===== src/rtl/thumb_decode_queue.sv =====
// Thumb/Thumb-2 fetch-to-decode stage: joins halfwords into instructions, classifies ADC/ADD/ADR forms,
// and queues the results in a DEPTH-entry FIFO. Define THUMB_EXPAND_IMM_EN to expand the pattern-1 immediate.
module thumb_decode_queue #(
   parameter int DEPTH  = 2,
   parameter int ADDR_W = 32
) (
   input  logic              clk,
   input  logic              rst,
   input  logic              flush,
   input  logic [15:0]       fetch_hw,
   input  logic [ADDR_W-1:0] fetch_pc,
   input  logic              fetch_valid,
   output logic              fetch_ready,
   input  logic              carry_in,
   output logic              dec_valid,
   input  logic              dec_ready,
   output logic [31:0]       dec_inst,
   output logic [ADDR_W-1:0] dec_pc,
   output logic              dec_is32,
   output logic [3:0]        dec_pat,
   output logic              dec_undef,
   output logic [3:0]        dec_rd,
   output logic [3:0]        dec_rn,
   output logic [3:0]        dec_rm,
   output logic [31:0]       dec_imm32,
   output logic              dec_imm_or_reg,
   output logic              dec_shift_or_not,
   output logic [1:0]        dec_s_type,
   output logic [4:0]        dec_offset,
   output logic              dec_carry_out,
   output logic [$clog2(DEPTH):0] dec_count
);
   localparam int PW = $clog2(DEPTH);
   localparam int CW = PW + 1;
   localparam logic [CW-1:0] FULL = CW'(DEPTH);

   typedef enum logic {IDLE, HALF} state_t;

   typedef struct packed {
      logic [31:0]       inst;
      logic [ADDR_W-1:0] pc;
      logic              is32;
      logic [3:0]        pat;
      logic [3:0]        rd;
      logic [3:0]        rn;
      logic [3:0]        rm;
      logic [31:0]       imm32;
      logic              imm_or_reg;
      logic              shift_or_not;
      logic [1:0]        s_type;
      logic [4:0]        offset;
      logic              carry_out;
   } entry_t;

   state_t            state_reg;
   logic [15:0]       hw0_reg;
   logic [ADDR_W-1:0] pc0_reg;
   entry_t            mem [DEPTH];
   logic [PW-1:0]     wr_ptr_reg, rd_ptr_reg;
   logic [CW-1:0]     count_reg;

   logic              is_prefix, accept, complete, push, pop;
   logic [31:0]       cand_inst;
   logic [ADDR_W-1:0] cand_pc;
   logic              cand_is32;
   logic [11:0]       imm12;
   logic [31:0]       p1_imm;
   logic              p1_carry;
   entry_t            dec_next, head;

   assign fetch_ready = (count_reg != FULL);
   assign dec_valid   = (count_reg != '0);
   assign is_prefix   = (fetch_hw[15:13] == 3'b111) && (fetch_hw[12:11] != 2'b00);
   assign accept      = fetch_valid & fetch_ready & ~flush;
   assign complete    = (state_reg == HALF) | ~is_prefix;
   assign push        = accept & complete;
   assign pop         = dec_valid & dec_ready & ~flush;

   always_comb begin
      if (state_reg == HALF) begin
         cand_inst = {hw0_reg, fetch_hw};
         cand_pc   = pc0_reg;
         cand_is32 = 1'b1;
      end else begin
         cand_inst = {fetch_hw, 16'h0000};
         cand_pc   = fetch_pc;
         cand_is32 = 1'b0;
      end
   end

   assign imm12 = {cand_inst[26], cand_inst[14:12], cand_inst[7:0]};

`ifdef THUMB_EXPAND_IMM_EN
   logic [31:0] unrot;
   logic [4:0]  amt;
   assign unrot = {24'b0, 1'b1, imm12[6:0]};
   assign amt   = imm12[11:7];

   always_comb begin
      p1_imm   = (unrot >> amt) | (unrot << (6'd32 - {1'b0, amt}));
      p1_carry = p1_imm[31];
      if (imm12[11:10] == 2'b00) begin
         p1_carry = carry_in;
         case (imm12[9:8])
            2'b00:   p1_imm = {24'b0, imm12[7:0]};
            2'b01:   p1_imm = {8'b0, imm12[7:0], 8'b0, imm12[7:0]};
            2'b10:   p1_imm = {imm12[7:0], 8'b0, imm12[7:0], 8'b0};
            default: p1_imm = {4{imm12[7:0]}};
         endcase
      end
   end
`else
   assign p1_imm   = {20'b0, imm12};
   assign p1_carry = carry_in;
`endif

   // Items are listed in pattern-ID order so the first (lowest) match wins.
   always_comb begin
      dec_next           = '0;
      dec_next.inst      = cand_inst;
      dec_next.pc        = cand_pc;
      dec_next.is32      = cand_is32;
      dec_next.carry_out = carry_in;
      casez (cand_inst[31:15])
         17'b11110?01010?????0, 17'b11110?01000?????0: begin
            dec_next.pat        = 4'd1;
            dec_next.rd         = cand_inst[11:8];
            dec_next.rn         = cand_inst[19:16];
            dec_next.imm32      = p1_imm;
            dec_next.imm_or_reg = 1'b1;
            dec_next.carry_out  = p1_carry;
         end
         17'b11110?100000????0, 17'b11110?10101011110: begin
            dec_next.pat        = 4'd2;
            dec_next.rd         = cand_inst[11:8];
            dec_next.rn         = cand_inst[19:16];
            dec_next.imm32      = {20'b0, imm12};
            dec_next.imm_or_reg = 1'b1;
         end
         17'b11101011010?????0, 17'b11101011000?????0: begin
            dec_next.pat          = 4'd3;
            dec_next.rd           = cand_inst[11:8];
            dec_next.rn           = cand_inst[19:16];
            dec_next.rm           = cand_inst[3:0];
            dec_next.offset       = {cand_inst[14:12], cand_inst[7:6]};
            dec_next.s_type       = cand_inst[5:4];
            dec_next.shift_or_not = 1'b1;
         end
         17'b0100000101???????: begin
            dec_next.pat = 4'd4;
            dec_next.rd  = {1'b0, cand_inst[18:16]};
            dec_next.rn  = {1'b0, cand_inst[18:16]};
            dec_next.rm  = {1'b0, cand_inst[21:19]};
         end
         17'b0001110??????????: begin
            dec_next.pat        = 4'd5;
            dec_next.rd         = {1'b0, cand_inst[18:16]};
            dec_next.rn         = {1'b0, cand_inst[21:19]};
            dec_next.imm32      = {29'b0, cand_inst[24:22]};
            dec_next.imm_or_reg = 1'b1;
         end
         17'b00110????????????, 17'b1010?????????????: begin
            dec_next.pat        = 4'd6;
            dec_next.rd         = {1'b0, cand_inst[26:24]};
            dec_next.rn         = {1'b0, cand_inst[26:24]};
            dec_next.imm32      = {24'b0, cand_inst[23:16]};
            dec_next.imm_or_reg = 1'b1;
         end
         17'b101100000????????: begin
            dec_next.pat        = 4'd7;
            dec_next.rd         = 4'd13;
            dec_next.rn         = 4'd13;
            dec_next.imm32      = {23'b0, cand_inst[22:16], 2'b00};
            dec_next.imm_or_reg = 1'b1;
         end
         17'b0001100??????????: begin
            dec_next.pat = 4'd8;
            dec_next.rd  = {1'b0, cand_inst[18:16]};
            dec_next.rn  = {1'b0, cand_inst[21:19]};
            dec_next.rm  = {1'b0, cand_inst[24:22]};
         end
         17'b01000100?????????: begin
            dec_next.pat = 4'd9;
            dec_next.rd  = {cand_inst[23], cand_inst[18:16]};
            dec_next.rm  = {cand_inst[23], cand_inst[18:16]};
            dec_next.rn  = cand_inst[22:19];
         end
         default: ;
      endcase
   end

   always_ff @(posedge clk or posedge rst) begin
      if (rst) begin
         state_reg <= IDLE;
         hw0_reg   <= '0;
         pc0_reg   <= '0;
      end else if (flush) begin
         state_reg <= IDLE;
         hw0_reg   <= '0;
         pc0_reg   <= '0;
      end else if (accept) begin
         if (state_reg == HALF) begin
            state_reg <= IDLE;
         end else if (is_prefix) begin
            state_reg <= HALF;
            hw0_reg   <= fetch_hw;
            pc0_reg   <= fetch_pc;
         end
      end
   end

   always_ff @(posedge clk or posedge rst) begin
      if (rst) begin
         wr_ptr_reg <= '0;
         rd_ptr_reg <= '0;
         count_reg  <= '0;
      end else if (flush) begin
         wr_ptr_reg <= '0;
         rd_ptr_reg <= '0;
         count_reg  <= '0;
      end else begin
         if (push) wr_ptr_reg <= wr_ptr_reg + PW'(1);
         if (pop)  rd_ptr_reg <= rd_ptr_reg + PW'(1);
         if (push && !pop)      count_reg <= count_reg + CW'(1);
         else if (pop && !push) count_reg <= count_reg - CW'(1);
      end
   end

   // Storage needs no reset: the head is masked to zero whenever the FIFO is empty.
   always_ff @(posedge clk) begin
      if (push) mem[wr_ptr_reg] <= dec_next;
   end

   assign head             = dec_valid ? mem[rd_ptr_reg] : '0;
   assign dec_inst         = head.inst;
   assign dec_pc           = head.pc;
   assign dec_is32         = head.is32;
   assign dec_pat          = head.pat;
   assign dec_undef        = dec_valid && (head.pat == 4'd0);
   assign dec_rd           = head.rd;
   assign dec_rn           = head.rn;
   assign dec_rm           = head.rm;
   assign dec_imm32        = head.imm32;
   assign dec_imm_or_reg   = head.imm_or_reg;
   assign dec_shift_or_not = head.shift_or_not;
   assign dec_s_type       = head.s_type;
   assign dec_offset       = head.offset;
   assign dec_carry_out    = head.carry_out;
   assign dec_count        = count_reg;
endmodule


===== config.mk =====
export PLATFORM = sky130hd
export DESIGN_NAME = thumb_decode_queue
export DESIGN_NICKNAME = d
export VERILOG_FILES = /design/src/rtl/thumb_decode_queue.sv
export SDC_FILE = /design/constraint.sdc
export NUM_CORES = 1
export LEC_CHECK = 0
export BUFFER_PORTS_ARGS = -buffer_cell sky130_fd_sc_hd__buf_2
export CAP_MARGIN = 10
export CORE_ASPECT_RATIO = 0.9
export CORE_MARGIN = 3
export CORE_UTILIZATION = 42
export DETAILED_ROUTE_END_ITERATION = 6
export HOLD_SLACK_MARGIN = 0.05
export PLACE_DENSITY = 0.66
export SKIP_LAST_GASP = 1
export SYNTH_ARGS = -nofsm -noshare
export SYNTH_HDL_FRONTEND = slang
export SYNTH_SLANG_ARGS = --single-unit

===== constraint.sdc =====
create_clock -name clk -period 8.3 [get_ports clk]
set_input_delay 0 -clock clk [delete_from_list [all_inputs] [get_ports clk]]
set_output_delay 0 -clock clk [all_outputs]
set_load 0.02 [all_outputs]

==> summary.txt <==
Final layout
  – Fin area: 0.0141 mm^2
  – # diodes: 0
  – Reg area: 0.00752 mm^2
  – Filler cells: 2372
  – Ratio of cells with drive above 1 in the final layout: 0.240
  – Multi-input gate area in the final layout: 0.00372 mm^2
  – Max FFs per register: 206
  – Fin nets: 1187
  – Area delta synth->final: 20.7%

Global route
  – Met1 global-route usage: 0.267
  – Total gr overflow: 0
  – GR Util met3: 0.0348
  – First-pass GRT wire length: 42500 um
  – Vias in the first global route: 7353
  – Pin count of the biggest net entering global routing: 62
  – Tot GR Track Use: 0.180
  – Most used routing layer in global routing: met2
  – Antenna violations before repair: 0
  – Met2 Track Usage GR: 0.275

Route
  – Final wirelength: 27500 um
  – DRC violations left: 0
  – Vias per cell: 5.12
  – Vias: 7717
  – DR WL/cell: 18.3 um
  – Routed Antenna Nets: 0
  – DRT iter0 DRCs: 619
  – First-pass DRT Iterations: 6

Timing
  – Slew headroom: 0.211
  – Final hold viol count: 0
  – Max Fclk: 283 MHz
  – Worst slew pin tran: 1.18 ns
  – RSZ-0062 raised after global routing: no
  – Slew Limit Fails: 0
  – Setup TNS: 0 ns
  – Period utilization: 0.426
  – Worst-case clock skew: 0.0211 ns
  – Final setup viols: 0
  – Min cycle time layout: 3.53 ns

Placed design
  – DP HPWL: 17700 um
  – Gpl congestion: 0.902
  – Area after DPL: 0.0127 mm^2
  – Port-buffer cells: 161

Floorplan
  – Cell Rows: 57
  – IO Count: 182
  – Initial Util: 0.430
  – Die area: 0.0298 mm^2
  – Die width: 182 um
  – Core ar.: 0.0272 mm^2
  – Chip height: 164 um

Critical path
  – Crit path cell chain: buf_4, mux2i_1, nor2_1, nor4_1, buf_2
  – Crit path launch type: register
  – Data arrival, critical path: 3.53 ns
  – Worst Path Max Fanout: 60
  – CP required: 8.30 ns
  – Type of the worst setup path: reg2out
  – Crit path capture type: output port
  – Critical-path top delay cell: dfrtp_4
  – Worst path max stage delay: 1.18 ns

Clocking
  – Root Buffer: clkbuf_16
  – TritonCTS clock tree: done
  – Clk sink count: 259
  – Worst-skew pair later-pin latency: 0.54 ns
  – H-tree levels: 1
  – CTS buffer count: 28
  – Bufs on Longest Clock Path: 3
  – Clock Pin Slew Worst Setup and Hold Paths: 0.06 ns

Power
  – Static Leak: 5.35 nW
  – Max IR drop VDD: 0.191 mV
  – Power Total: 3.03 mW
  – Pwr dens: 215 mW/mm^2

Synthesis
  – Dominant synthesized flop cell: edfxtp_1
  – Post-synth top cells: 206 x edfxtp_1, 139 x nor2_1, 122 x nand2_1, 107 x mux2i_1, 55 x a21oi_1
  – Ranking of synthesized cells by area: edfxtp_1 53%, dfrtp_1 11%, mux2i_1 9.2%
  – Ys async rst share: 0.205
  – Post-Syn Area per Cell: 12.5 um^2
  – Number of synthesized flops with an enable pin: 206
  – Most numerous cell in the Yosys netlist: edfxtp_1
  – Distinct cells, synth: 53
  – Post-Syn Area: 0.0117 mm^2
  – Ys Warns: 0
  – Synth top area share: 0.530
  – #FFs+latches synth: 259
  – Sequential fraction of the synthesis area: 0.644
  – Syn Inst Count: 934
  – Yosys top cell by area: edfxtp_1

Outcome
  – Status: complete, no violations

Run
  – Max_cap viols: 0

Worst hold path
  – HP Class: in2reg
## cell families (layout without fill, tap and decap cells)
family | count (synthesis) | after routing | share of synthesized area
buf+inv | 109 | 310 | 0.0468
flops | 259 | 259 | 0.644
simple gates | 302 | 302 | 0.111
mux | 149 | 149 | 0.136
other cells | 1 | 20 | 0.000321
compound gates | 112 | 112 | 0.0604
xor+xnor | 2 | 2 | 0.00150
## where the power goes
group / internal (mW) / switching, mW
clock: 0.661 / 0.489
combinational: 0.137 / 0.249
sequential: 1.46 / 0.0320
## placed cells by master, fill, tap and decap left out, types with 4 or more instances in the layout
master | Yosys | layout
nand2_1 | 122 | 122
nor2b_1 | 4 | 4
conb_1 | 1 | 20
clkbuf_1 | 27 | 7
nor3_1 | 8 | 7
clkinv_2 | 0 | 4
o21ai_2 | 4 | 4
o221ai_1 | 4 | 4
buf_2 | 10 | 161
buf_4 | 22 | 12
inv_1 | 32 | 31
a21oi_1 | 55 | 55
edfxtp_1 | 206 | 206
dlygate4sd3_1 | 0 | 52
o211ai_1 | 4 | 4
clkbuf_16 | 0 | 28
dfrtp_1 | 53 | 51
mux2i_1 | 107 | 107
o21ai_0 | 11 | 11
a222oi_1 | 4 | 4
a22oi_1 | 7 | 7
mux2_2 | 36 | 36
nor2_1 | 139 | 137
clkinv_1 | 0 | 6
o21ai_1 | 7 | 7
## layout make-up
type,instances,area share
clock buffer,36,0.0526
inverter,34,0.00906
tap,354,0.0314
timing repair buffer,225,0.101
clock inverter,15,0.00817
sequential,259,0.534
multi-input combinational,585,0.264
## final timing paths
check / to / slack (ns) / cells past startpoint / start
min in group asynchronous: pc0_reg[25]$_DFFE_PP0P_ / 0.23 / 4 / rst
min: rd_ptr_reg$_DFFE_PP0P_ / 0.1 / 3 / flush
max reg2reg: mem[0][31]$_DFFE_PP_ / 4.77 / 7 / state_reg$_DFFE_PP0P_
max: dec_undef / 4.77 / 5 / rd_ptr_reg$_DFFE_PP0P_
min reg2reg: pc0_reg[31]$_DFFE_PP0P_ / 0.52 / 2 / pc0_reg[31]$_DFFE_PP0P_
max in group asynchronous: state_reg$_DFFE_PP0P_ / 7.49 / 4 / rst
## per-stage QoR
stage                util  std cells  hold WS [ns]  setup slack (ns)
floorplan               -        953        0.0989              2.64
global placement    0.468       1405         0.199              4.89
detailed placement  0.468       1405         0.201              4.84
CTS                 0.518       1508        0.0781              4.64
global route        0.518       1508         0.110              4.50
finish              0.518       1508        0.0968              4.77
## worst max-delay path: cells and delay by family (launching register included)
family | cells | cell delay, ns
AND/OR/NAND/NOR | 2 | 0.47
multiplexers | 1 | 0.30
buffers and inverters | 2 | 1.01
flip-flops | 1 | 1.18
## timing repair
action | 4_1_cts | 5_1_grt
buffers inserted | 0 | 0
gates resized for setup | 0 | 0
endpoints found under the hold margin | 250 | 0
hold buffers | 52 | 0
## routing by layer
| metal | vias to the layer above | part of all wire |
|---|---|---|
| met2 | 278 | 0.45 |
| met1 | 3701 | 0.45 |
| li1 | 3690 | - |
| met3 | 48 | 0.071 |
| met4 | 0 | 0.024 |
| met5 | - | 0 |
No activity file was read; power rests on OpenSTA's default activity.
